## src/rtl/hpdmc_ddr_pkg.sv

```systemverilog
// rtl/hpdmc_ddr_pkg.sv - shared types and sizing helpers for the HPDMC DDR data path
package hpdmc_ddr_pkg;

   typedef enum logic [1:0] {
      W_IDLE = 2'd0,
      W_PRE  = 2'd1,
      W_DATA = 2'd2,
      W_POST = 2'd3
   } wstate_e;

   function automatic int lanes(input int dq_w);
      return dq_w / 8;
   endfunction

   function automatic int beats(input int bl);
      return bl / 2;
   endfunction

   function automatic int cnt_w(input int n);
      return (n > 1) ? $clog2(n) : 1;
   endfunction

   // Extra MSB is the wrap bit that separates full from empty.
   function automatic int ptr_w(input int depth);
      return $clog2(depth) + 1;
   endfunction

endpackage

```

## src/rtl/hpdmc_ddr_fifo.sv

```systemverilog
// rtl/hpdmc_ddr_fifo.sv - synchronous FIFO with combinational head, DEPTH a power of 2 >= 2
module hpdmc_ddr_fifo
   import hpdmc_ddr_pkg::*;
#(
   parameter int WIDTH = 8,
   parameter int DEPTH = 8
) (
   input  logic             clk,
   input  logic             rst,
   input  logic             push_i,
   input  logic [WIDTH-1:0] push_dat_i,
   input  logic             pop_i,
   output logic             full_o,
   output logic             empty_o,
   output logic [WIDTH-1:0] head_o
);
   localparam int PW = ptr_w(DEPTH);
   localparam int AW = PW - 1;

   logic [PW-1:0]    wr_ptr_q, wr_ptr_d;
   logic [PW-1:0]    rd_ptr_q, rd_ptr_d;
   logic [WIDTH-1:0] mem_q [DEPTH];
   logic             do_push, do_pop;

   assign empty_o = (wr_ptr_q == rd_ptr_q);
   assign full_o  = (wr_ptr_q[AW-1:0] == rd_ptr_q[AW-1:0]) && (wr_ptr_q[AW] != rd_ptr_q[AW]);
   assign head_o  = mem_q[rd_ptr_q[AW-1:0]];

   // A pop in the same cycle frees the slot, so a push into a full FIFO is still taken.
   assign do_pop  = pop_i && !empty_o;
   assign do_push = push_i && (!full_o || do_pop);

   assign wr_ptr_d = wr_ptr_q + PW'(do_push);
   assign rd_ptr_d = rd_ptr_q + PW'(do_pop);

   always_ff @(posedge clk or posedge rst) begin
      if (rst) begin
         wr_ptr_q <= '0;
         rd_ptr_q <= '0;
      end else begin
         wr_ptr_q <= wr_ptr_d;
         rd_ptr_q <= rd_ptr_d;
      end
   end

   always_ff @(posedge clk) begin
      if (do_push) begin
         mem_q[wr_ptr_q[AW-1:0]] <= push_dat_i;
      end
   end

endmodule

```

## src/rtl/hpdmc_ddr_datapath.sv

```systemverilog
// rtl/hpdmc_ddr_datapath.sv - DDR SDRAM data path: write FIFO to ODDR with DQS pre/postamble,
// IDDR capture after a fixed CAS latency into a read FIFO
module hpdmc_ddr_datapath
   import hpdmc_ddr_pkg::*;
#(
   parameter int  DQ_W     = 32,
   parameter int  BL       = 4,
   parameter int  WF_DEPTH = 8,
   parameter int  RF_DEPTH = 8,
   parameter int  RD_LAT   = 5,
   localparam int L        = lanes(DQ_W)
) (
   input  logic              clk,
   input  logic              rst,
   input  logic              wr_valid,
   output logic              wr_ready,
   input  logic [2*DQ_W-1:0] wr_dat,
   input  logic [2*L-1:0]    wr_mask,
   input  logic              op_write,
   input  logic              op_read,
   output logic              rd_valid,
   input  logic              rd_ready,
   output logic [2*DQ_W-1:0] rd_dat,
   output logic [DQ_W-1:0]   phy_dq_r,
   output logic [DQ_W-1:0]   phy_dq_f,
   output logic [L-1:0]      phy_dqm_r,
   output logic [L-1:0]      phy_dqm_f,
   output logic              phy_dq_oe,
   output logic              phy_dqs_oe,
   input  logic [DQ_W-1:0]   phy_dq_in_r,
   input  logic [DQ_W-1:0]   phy_dq_in_f,
   output logic              err_underrun,
   output logic              err_overflow,
   output logic              err_protocol
);
   localparam int BEATS = beats(BL);
   localparam int CW    = cnt_w(BEATS);
   localparam int WW    = 2*DQ_W + 2*L;
   localparam int SRW   = RD_LAT + BEATS - 1;

   wstate_e        state_q, state_d;
   logic [CW-1:0]  cnt_q, cnt_d;
   logic [SRW-1:0] rd_sr_q, rd_sr_d;
   logic           err_underrun_q, err_underrun_d;
   logic           err_overflow_q, err_overflow_d;
   logic           err_protocol_q, err_protocol_d;

   logic           wf_pop, wf_full, wf_empty;
   logic [WW-1:0]  wf_head;
   logic           rf_full, rf_empty;
   logic           rd_capture;

   hpdmc_ddr_fifo #(
      .WIDTH (WW),
      .DEPTH (WF_DEPTH)
   ) u_wfifo (
      .clk        (clk),
      .rst        (rst),
      .push_i     (wr_valid),
      .push_dat_i ({wr_dat, wr_mask}),
      .pop_i      (wf_pop),
      .full_o     (wf_full),
      .empty_o    (wf_empty),
      .head_o     (wf_head)
   );

   hpdmc_ddr_fifo #(
      .WIDTH (2*DQ_W),
      .DEPTH (RF_DEPTH)
   ) u_rfifo (
      .clk        (clk),
      .rst        (rst),
      .push_i     (rd_capture),
      .push_dat_i ({phy_dq_in_r, phy_dq_in_f}),
      .pop_i      (rd_ready),
      .full_o     (rf_full),
      .empty_o    (rf_empty),
      .head_o     (rd_dat)
   );

   assign wr_ready = ~wf_full;
   assign rd_valid = ~rf_empty;

   // Bit i set means an op_read happened i+1 cycles ago; overlapping windows simply OR together.
   generate
      if (SRW == 1) begin : g_sr_one
         assign rd_sr_d = op_read;
      end else begin : g_sr_many
         assign rd_sr_d = {rd_sr_q[SRW-2:0], op_read};
      end
   endgenerate

   assign rd_capture     = |rd_sr_q[SRW-1:RD_LAT-1];
   assign err_overflow_d = err_overflow_q | (rd_capture & rf_full & ~rd_ready);

   always_comb begin
      state_d        = state_q;
      cnt_d          = cnt_q;
      wf_pop         = 1'b0;
      err_underrun_d = err_underrun_q;
      err_protocol_d = err_protocol_q;
      phy_dq_oe      = 1'b0;
      phy_dqs_oe     = 1'b0;
      phy_dq_r       = '0;
      phy_dq_f       = '0;
      phy_dqm_r      = '1;
      phy_dqm_f      = '1;

      case (state_q)
         W_IDLE: begin
            if (op_write) begin
               state_d = W_PRE;
            end
         end
         W_PRE: begin
            phy_dqs_oe = 1'b1;
            cnt_d      = '0;
            state_d    = W_DATA;
            if (op_write) begin
               err_protocol_d = 1'b1;
            end
         end
         W_DATA: begin
            phy_dq_oe  = 1'b1;
            phy_dqs_oe = 1'b1;
            if (wf_empty) begin
               err_underrun_d = 1'b1;
            end else begin
               wf_pop = 1'b1;
               {phy_dq_r, phy_dq_f, phy_dqm_r, phy_dqm_f} = wf_head;
            end
            // Only an op_write on the last beat chains a seamless burst.
            if (cnt_q == CW'(BEATS-1)) begin
               cnt_d   = '0;
               state_d = op_write ? W_DATA : W_POST;
            end else begin
               cnt_d = cnt_q + CW'(1);
               if (op_write) begin
                  err_protocol_d = 1'b1;
               end
            end
         end
         W_POST: begin
            phy_dqs_oe = 1'b1;
            state_d    = W_IDLE;
            if (op_write) begin
               err_protocol_d = 1'b1;
            end
         end
         default: begin
            state_d = W_IDLE;
         end
      endcase
   end

   always_ff @(posedge clk or posedge rst) begin
      if (rst) begin
         state_q        <= W_IDLE;
         cnt_q          <= '0;
         rd_sr_q        <= '0;
         err_underrun_q <= 1'b0;
         err_overflow_q <= 1'b0;
         err_protocol_q <= 1'b0;
      end else begin
         state_q        <= state_d;
         cnt_q          <= cnt_d;
         rd_sr_q        <= rd_sr_d;
         err_underrun_q <= err_underrun_d;
         err_overflow_q <= err_overflow_d;
         err_protocol_q <= err_protocol_d;
      end
   end

   assign err_underrun = err_underrun_q;
   assign err_overflow = err_overflow_q;
   assign err_protocol = err_protocol_q;

endmodule
```

## config.mk

```make
export PLATFORM = sky130hd
export DESIGN_NAME = hpdmc_ddr_datapath
export DESIGN_NICKNAME = d
export VERILOG_FILES = /design/src/rtl/hpdmc_ddr_pkg.sv /design/src/rtl/hpdmc_ddr_fifo.sv /design/src/rtl/hpdmc_ddr_datapath.sv
export SDC_FILE = /design/constraint.sdc
export NUM_CORES = 1
export LEC_CHECK = 0
export CORE_ASPECT_RATIO = 0.9
export CORE_UTILIZATION = 30
export DETAILED_ROUTE_END_ITERATION = 6
export HOLD_SLACK_MARGIN = 0.06
export PLACE_DENSITY_LB_ADDON = 0.2
export SLEW_MARGIN = 20
export SYNTH_ARGS = -nofsm -noshare
export SYNTH_HDL_FRONTEND = slang
export SYNTH_SLANG_ARGS = --single-unit
```

## constraint.sdc

```tcl
create_clock -name clk -period 12.39 [get_ports clk]
set_clock_uncertainty 0.05 [all_clocks]
set_input_delay 3.717 -clock clk [delete_from_list [all_inputs] [get_ports clk]]
set_output_delay 3.717 -clock clk [all_outputs]
set_load 0.05 [all_outputs]
```

After elaboration in Yosys (flattened, before gate mapping)
Memory sizes are Yosys's and may differ from the RTL's.
Index checks and enable logic that the tools add are counted.
{"block": "totals", "mem_bits_rw": 1088, "n_memories": 2, "register_bits": 28, "wordCells": 81, "in_bits": 142}
{"block": "op_classes", "bitwise": 6, "muxes": 25, "eq_ne": 12, "n_reduce_logical": 21, "n_addsub": 5}
{"name": "u_wfifo.mem_q", "depth": 8, "width": 72, "read_ports": 1, "rd_clocked_by_memory_dff": 0, "write_ports": 1, "line": "hpdmc_ddr_fifo.sv:22", "source": "logic [WIDTH-1:0] mem_q [DEPTH];"}
{"name": "u_rfifo.mem_q", "depth": 8, "width": 64, "read_ports": 1, "rd_clocked_by_memory_dff": 0, "write_ports": 1, "line": "hpdmc_ddr_fifo.sv:22"}
{"op": "$mux 32", "count": 4}
{"op": "$add 4x1->4", "count": 4}
{"op": "$mux 4", "count": 4}
{"op": "$mux 1", "count": 12}
{"op": "$eq 4x4->1", "count": 2}
{"op": "$pmux 2 s4", "count": 1}
{"op": "$eq 3x3->1", "count": 2}
{"op": "$logic_and 1x1->1", "count": 6}
{"op": "$ne 2x2->1 const B", "count": 3}
{"op": "$reduce_and 2->1", "count": 3}
{"op": "$eq 2x2->1 const B", "count": 2}
{"op": "$logic_not 1->1", "count": 4}
{"op": "$mux 2", "count": 2}
{"op": "$pmux 1 s2", "count": 2}
{"op": "$reduce_bool 2->1", "count": 2}
{"op": "$reduce_or 2->1", "count": 2}
{"op": "$not 1->1", "count": 3}
{"op": "$reduce_or 3->1", "count": 1}
{"op": "$and 1x1->1", "count": 2}
{"op": "$eq 2x1->1 const B", "count": 1}
{"op": "$logic_not 2->1", "count": 1}
{"op": "$logic_or 1x1->1", "count": 2}
{"op": "$ne 1x1->1", "count": 2}
{"op": "$add 1x1->1 const B", "count": 1}
{"op": "$or 1x1->1", "count": 1}

Logic depth before layout (Yosys ltp)
Gate-level depths: netlist of the first run.
{"block": "depth", "depth_word": 8, "mapped_depth": 8, "mapped_depth_nobuf": 7}

By module
Synthesis of the first run repeated with hierarchy kept, for this count alone.
{"block": "unflattened", "cells_unflattened": 1792, "area_unflattened_um2": 42859.9}
{"mod": "hpdmc_ddr_fifo at u_wfifo", "area_per_inst_um2": 22107.5, "n_inst": 1, "cells_each": 883}
{"mod": "hpdmc_ddr_fifo at u_rfifo", "area_per_inst_um2": 19730.2, "n_inst": 1, "cells_each": 792}
{"mod": "hpdmc_ddr_datapath", "area_per_inst_um2": 1022.2, "n_inst": 1, "cells_each": 117}

Worst setup path before layout of the first run
Ideal clock, no wire load.
{"block": "synth_path", "path_kind": "in2reg", "startpoint": "in wr_valid", "endpoint": "mem u_wfifo.mem_q[1][0] (netlist name), enable pin", "cell_stages": 2, "arrival_ps": 15000, "t_required_ps": 11455, "path_slack_ps": -3545, "setup_ps": 885, "cell_sequence": "nand2_1 a2111oi_0"}
{"block": "synth_between", "elab_chain_len": 3}
{"item": "from (decl)", "line": "hpdmc_ddr_datapath.sv:15", "source": "input logic wr_valid,"}
{"item": "$logic_and 1x1->1", "line": "hpdmc_ddr_fifo.sv:31", "source": "assign do_push = push_i && (!full_o || do_pop);"}
{"item": "$mux 1", "line": "hpdmc_ddr_fifo.sv:47", "source": "if (do_push) begin"}
{"item": "$mux 1 (implied by the code)", "line": "hpdmc_ddr_fifo.sv:48", "source": "mem_q[wr_ptr_q[AW-1:0]] <= push_dat_i;"}
{"item": "to (decl)", "line": "hpdmc_ddr_fifo.sv:22"}
Every way passes these cells.

Worst setup path after layout of the first run
{"block": "layout_path", "startpoint": "reg u_rfifo.rd_ptr_q[1]", "endpoint": "out rd_dat[13]"}
{"block": "layout_between", "elab_chain_len": 1}
{"item": "from (decl)", "line": "hpdmc_ddr_fifo.sv:21", "source": "logic [PW-1:0] rd_ptr_q, rd_ptr_d;"}
{"item": "from (signal assigned)", "line": "hpdmc_ddr_fifo.sv:42", "source": "rd_ptr_q <= rd_ptr_d;"}
{"item": "$mem_v2 8x64"}
{"item": "to (decl)", "line": "hpdmc_ddr_datapath.sv:23", "source": "output logic [2*DQ_W-1:0] rd_dat,"}
Every way passes these cells.

==> results of run 1 <==
## critical path: cells and delay by family (launching register included)
kind                   cells  cell delay, ps
flip-flops                 1            1000
multiplexers               2             720
buffers and inverters      3            1990
## flip-flops by register name (all words and copies together), names as in the netlist, 2 cells and up
register          count
u_wfifo.wr_ptr_q      4
u_wfifo.mem_q       576
state_q               2
u_rfifo.wr_ptr_q      4
u_wfifo.rd_ptr_q      4
u_rfifo.rd_ptr_q      4
u_rfifo.mem_q       512
rd_sr_q               6
## how the worst min path moves through the flow
stage                                    start              endpoint  slack (ps)  cells after the start
final                     rd_sr_q[2]$_DFF_PP0_  rd_sr_q[3]$_DFF_PP0_         300                      0
after floorplan           rd_sr_q[0]$_DFF_PP0_  rd_sr_q[1]$_DFF_PP0_         280                      0
after detailed placement  rd_sr_q[2]$_DFF_PP0_  rd_sr_q[3]$_DFF_PP0_         290                      0
after CTS                 rd_sr_q[2]$_DFF_PP0_  rd_sr_q[3]$_DFF_PP0_         300                      0
after global routing      rd_sr_q[1]$_DFF_PP0_  rd_sr_q[2]$_DFF_PP0_         310                      0
after global placement    rd_sr_q[3]$_DFF_PP0_  rd_sr_q[4]$_DFF_PP0_         290                      0
## logic make-up (layout without fill, tap and decap cells)
kind of cell | Yosys count | count (layout) | share of synthesized area, %
DFF | 1116 | 1116 | 78.6
muxes | 410 | 410 | 17.9
and+or+nand+nor | 103 | 103 | 1.05
buffers and inverters | 99 | 556 | 1.37
AOI/OAI and AO/OA | 25 | 25 | 0.427
xor gates and xnor gates | 17 | 17 | 0.386
adders and majority gates | 11 | 11 | 0.324
other | 0 | 2 | 0
## layout make-up
type                    instances  area (um2)  area share [%]
flip-flops and latches       1116       33400            64.8
multi-input cells             566        8710            16.9
repair buffers                331        3220            6.24
clock buffers                 138        3050            5.92
well taps                    1848        2310            4.49
clock inverters                77         797            1.55
inverters                      10        37.5          0.0729
diodes                          2        5.00         0.00971
## power by group through the flow
| stage | logic (mW) | clock network (mW) | registers (mW) |
|---|---|---|---|
| floorplan | 3.65 | 0 | 5.19 |
| global placement | 5.18 | 0 | 5.31 |
| detailed placement | 5.20 | 0 | 5.36 |
| CTS | 5.22 | 3.60 | 5.28 |
| global route | 5.38 | 3.74 | 5.33 |
| finish | 5.05 | 3.49 | 5.25 |
## cell usage after synthesis, drive strengths merged (4+ instances only)
master / n / area [um2]
a211oi: 6 / 45.0
a21oi: 8 / 40.0
buf: 79 / 508
clkbuf: 10 / 37.5
dfrtp: 28 / 701
edfxtp: 1088 / 32700
ha: 11 / 138
inv: 9 / 33.8
mux2: 66 / 743
mux2i: 72 / 721
mux4: 272 / 6130
nand2: 14 / 52.6
nand3: 9 / 45.0
nor2: 68 / 255
nor2b: 4 / 25.0
xnor2: 6 / 52.6
xor2: 11 / 111
## per-layer routing
layer,vias up,global-route usage [%],share of wire [%]
met5,-,0,0.17
met4,26,3.64,2.3
met3,179,3.77,5.6
met2,419,24.2,51
met1,10300,17.1,41
li1,8238,-,-
==> flow_metrics.env, run 1 <==
export IMPL_critical_path_cell_chain="buf_4 > buf_4 > mux4_2 > mux2_2 > clkdlybuf4s50_1"
export IMPL_critPathLaunchType="register"
export IMPL_netlist_area_um2=42500
export IMPL_post_cts_resized_instances=0
export IMPL_drt_first_pass_iters=4
export IMPL_drt_wirelength_per_cell_um=24.3
export IMPL_vias=19100
export IMPL_max_freq_mhz=120
export IMPL_synthToLayoutAreaGrowth_pct=21.3
export IMPL_finalHoldViolCount=0
export IMPL_r2r_start="u_rfifo.rd_ptr_q[0]$_DFF_PP0_"
export IMPL_tritoncts_clock_tree="done"
export IMPL_placed_cells=3870
export IMPL_instances_no_fill=4088
export IMPL_layout_cells_most_common="edfxtp_1"
export IMPL_gr_total_overflow=0
export IMPL_routabilityCongestion=0.677
export IMPL_synth_async_reset_ratio_pct=2.51
export IMPL_combinationalPowerShare_pct=36.6
export IMPL_worstReg2RegEnd="u_rfifo.mem_q[6][62]$_DFFE_PP_"
export IMPL_grt_usage_pct=14.0
export IMPL_cts_max_level=3
export IMPL_fill_cells=12700
export IMPL_layout_nets=2296
export IMPL_synth_sequential_area_ratio_pct=78.6
export IMPL_detail_route_iter0_violations=1060
export IMPL_die_area_um2=143000
export IMPL_synth_ff_latch_count=1116
export IMPL_cts_buffer_depth=3
export IMPL_drive_above_1_share_pct=26.3
export IMPL_route_detailed_vias_per_inst=4.68
export IMPL_pre_cts_ws_ps=4590
export IMPL_power_density_cell_area_nw_per_um2=268
export IMPL_wire_length_of_the_first_global_routing_pass_mm=146
export IMPL_outcome="completed"
export IMPL_post_layout_total_power_mw=13.8
export IMPL_cts_made_buffers=118
export IMPL_report_final_setup_viol=0
export IMPL_worst_case_reg_to_reg_path_depth=7
export IMPL_grt_antenna_before_repair=16
export IMPL_whs_ps=297
export IMPL_number_of_global_route_vias_before_repair=21300
export IMPL_postCtsSetupRepairBufs=0
export IMPL_place_hpwl_mm=54.8
export IMPL_syn_nets=1934
export IMPL_shortest_period_the_worst_path_allows_ps=8320
export IMPL_cts_hold_fix_buffers=0
export IMPL_drv_max_cap_violation_count=0
export IMPL_clk_transition_reported_paths_ps=60
export IMPL_clk_insertion_delay_late_ps=700
export IMPL_finalMaxSlewViolations=0
export IMPL_avgSynthCellArea_um2=23.8
export IMPL_pin_count=285
export IMPL_tritoncts_num_sinks=1116
export IMPL_floorplan_initialDensity_pct=30.3
export IMPL_pin_count_of_the_biggest_net_entering_global_routing=95
export IMPL_synth_ff_type="edfxtp_1"
export IMPL_crit_path_most_repeated_cell="buf_4"
export IMPL_critical_path_slowest_cell="dfrtp_4"
export IMPL_remaining_drcs=0
export IMPL_power_internal_mw=8.91
export IMPL_clock_power_share_pct=25.3
export IMPL_root_buffer="clkbuf_16"
export IMPL_max_rail_drop_vdd_uv=158
export IMPL_timing_critical_path_to="rd_dat[13]"
export IMPL_power_switching_fraction_pct=35.4
export IMPL_fp_dieW_um=399
export IMPL_timing_critical_path_arrival_ps=4560
export IMPL_ys_warn_count=0
export IMPL_utilization_pct=36.8
export IMPL_fin_area_um2=51500
export IMPL_postRouteWirelength_mm=99.5
export IMPL_route_antenna_remaining_nets=0
export IMPL_sequentialPowerShare_pct=38.1
export IMPL_total_leakage_power_nw=16.3
export IMPL_number_of_enable_type_register_cells_in_the_synthesized_netlist=1088
export IMPL_worst_path_fanout_max=53
export IMPL_post_synth_inst_count=1781
export IMPL_ff2ff_setup_slack_ps=8070
export IMPL_placement_cell_area_um2=47700
export IMPL_rows=130
export IMPL_grt_setup_unrepaired="false"
export IMPL_setup_ws_ps=4070
export IMPL_netSwitchingPower_mw=4.88
export IMPL_worst_slew_margin_rel_pct=24.8
export IMPL_synth_distinct_cells=34
export IMPL_layout_common_cells="edfxtp_1 (1088), clkdlybuf4s50_1 (284), mux4_2 (272)"
export IMPL_final_min_period_over_clock_period_pct=67.2
export IMPL_chipHeight_um=359
export IMPL_cp_slowest_stage_delay_ps=1000
export IMPL_critical_path_startpoint="u_rfifo.rd_ptr_q[1]$_DFF_PP0_"
export IMPL_setup_worst_path_end_class="primary output"
export IMPL_timing_setup_tns_ps=0
export IMPL_critical_path_required_ps=8620
export IMPL_fp_coreArea_um2=140000
export IMPL_hold_path_class="reg -> reg"
export IMPL_timing_worst_slew_pin_value_ps=1120
export IMPL_type_of_the_worst_setup_path="reg -> out"
export IMPL_io_buffers=284
No activity file was read; power rests on OpenSTA's default activity.
==> run 2, diff against run 1 <==
==> constraint.sdc (replaced) <==
create_clock -name clk -period 7.3 [get_ports clk]
set_clock_uncertainty 0.05 [all_clocks]
set_input_delay 2.19 -clock clk [delete_from_list [all_inputs] [get_ports clk]]
set_output_delay 2.19 -clock clk [all_outputs]
set_load 0.05 [all_outputs]
==> flow_metrics.env, run 2 (synthesis gave the netlist of run 1 again) <==
export IMPL_detail_route_iter0_violations=955
export IMPL_finalMaxSlewViolations=0
export IMPL_clk_transition_reported_paths_ps=60
export IMPL_shortest_period_the_worst_path_allows_ps=6230
export IMPL_worst_path_fanout_max=86
export IMPL_layout_nets=2287
export IMPL_setup_ws_ps=1070
export IMPL_drt_first_pass_iters=4
export IMPL_synthToLayoutAreaGrowth_pct=21.5
export IMPL_outcome="completed"
export IMPL_cts_hold_fix_buffers=0
export IMPL_max_freq_mhz=160
export IMPL_clk_insertion_delay_late_ps=710
export IMPL_grt_antenna_before_repair=14
export IMPL_finalHoldViolCount=0
export IMPL_placed_cells=3864
export IMPL_vias=19100
export IMPL_drv_max_cap_violation_count=0
export IMPL_critical_path_slowest_cell="clkdlybuf4s50_1"
export IMPL_r2r_start="u_rfifo.rd_ptr_q[0]$_DFF_PP0_"
export IMPL_fp_dieW_um=399
export IMPL_cts_buffer_depth=3
export IMPL_layout_cells_most_common="edfxtp_1"
export IMPL_placement_cell_area_um2=47900
export IMPL_route_detailed_vias_per_inst=4.69
export IMPL_place_hpwl_mm=49.9
export IMPL_post_cts_resized_instances=0
export IMPL_grt_setup_unrepaired="false"
export IMPL_routabilityCongestion=0.693
export IMPL_min_path_cells=0
export IMPL_report_final_setup_viol=0
export IMPL_fin_area_um2=51600
export IMPL_number_of_global_route_vias_before_repair=21300
export IMPL_critical_path_required_ps=5060
export IMPL_critPathLaunchType="register"
export IMPL_tritoncts_clock_tree="done"
export IMPL_pre_cts_ws_ps=1780
export IMPL_cts_made_buffers=116
export IMPL_postRouteWirelength_mm=97.9
export IMPL_io_buffers=284
export IMPL_worst_case_reg_to_reg_path_depth=6
export IMPL_max_rail_drop_vdd_uv=319
export IMPL_hold_path_class="reg -> reg"
export IMPL_total_leakage_power_nw=16.2
export IMPL_largest_reg_flops=576
export IMPL_chipHeight_um=359
export IMPL_route_antenna_remaining_nets=0
export IMPL_remaining_drcs=0
export IMPL_layout_common_cells="edfxtp_1 (1088), clkdlybuf4s50_1 (284), mux4_2 (272)"
export IMPL_worst_slew_margin_rel_pct=21.6
export IMPL_pin_count=285
export IMPL_fp_coreArea_um2=140000
export IMPL_setup_worst_path_end_class="primary output"
export IMPL_tritoncts_num_sinks=1116
export IMPL_final_min_period_over_clock_period_pct=85.4
export IMPL_cp_slowest_stage_delay_ps=740
export IMPL_instances_no_fill=4078
export IMPL_drive_above_1_share_pct=25.6
export IMPL_cts_max_level=3
export IMPL_timing_critical_path_arrival_ps=3990
export IMPL_pin_count_of_the_biggest_net_entering_global_routing=147
export IMPL_critical_path_cell_chain="buf_12 > mux4_2 > mux2i_1 > nor2_1 > clkdlybuf4s50_1"
export IMPL_post_layout_total_power_mw=23.4
export IMPL_drt_wirelength_per_cell_um=24.0
export IMPL_rows=130
export IMPL_grt_usage_pct=13.7
export IMPL_type_of_the_worst_setup_path="reg -> out"
export IMPL_floorplan_initialDensity_pct=30.3
export IMPL_wire_length_of_the_first_global_routing_pass_mm=144
export IMPL_timing_worst_slew_pin_value_ps=1180
export IMPL_gr_total_overflow=0
export IMPL_critical_path_startpoint="u_wfifo.rd_ptr_q[0]$_DFF_PP0_"
export IMPL_root_buffer="clkbuf_16"
export IMPL_postCtsSetupRepairBufs=0
export IMPL_power_density_cell_area_nw_per_um2=453
export IMPL_hold_path_startpoint="rd_sr_q[2]$_DFF_PP0_"
export IMPL_die_area_um2=143000
run 2: changes by cell type in the layout (fill, tap and decap cells not counted), moves of 3 or more:
| cell | change |
|---|---|
| buf_4 | -24 |
| buf_12 | +17 |
| clkbuf_1 | +5 |
| bufinv_16 | -3 |
| clkbuf_16 | -3 |
| clkinv_16 | +3 |
run 2: cell type report:
class	count	area, um2
Fill cell	12800	88500
Timing Repair Buffer	324	3370
Sequential cell	1116	33400
Clock buffer	140	2990
Clock inverter	72	737
Inverter	10	37.5
Antenna cell	2	5.00
Tap cell	1848	2310
Multi-Input combinational cell	566	8740
run 2: per-layer routing:
metal / part of all wire [%] / global-route usage (%) / vias to the layer above
met1: 43 / 17.5 / 10300
met5: 0.14 / 0 / -
met2: 49 / 22.9 / 411
met4: 2.0 / 3.28 / 22
met3: 5.8 / 3.87 / 158
li1: - / - / 8217
run 2: worst paths after layout:
path	to	slack, ps
worst max-delay path	phy_dq_f[0]	1070
worst min-delay path	rd_sr_q[3]$_DFF_PP0_	280
worst max register to register	u_rfifo.mem_q[3][54]$_DFFE_PP_	3730
worst min register to register	rd_sr_q[3]$_DFF_PP0_	280
max in group asynchronous	u_wfifo.rd_ptr_q[1]$_DFF_PP0_	4990
min in group asynchronous	rd_sr_q[3]$_DFF_PP0_	1830
run 2: through the flow:
stage | utilization [%] | setup TNS, ps | hold slack [ps]
finish | 36.8 | 0 | 278
global route | 36.8 | 0 | 283
CTS | 36.8 | 0 | 279
detailed placement | 34.2 | 0 | 286
global placement | 34.2 | 0 | 289
floorplan | - | -165080 | 281
run 2: power by group:
part           total [mW]  switching [mW]  internal, mW
clock network        5.77            2.46          3.31
logic                8.78            5.36          3.41
registers            8.82           0.496          8.32
total                23.4            8.32          15.0
run 2: critical path: cells and delay by family, from the launching register on:
kind          cells  cell delay [ps]
flops             1              600
buf+inv           2             1280
simple gates      1              140
mux               2             1100
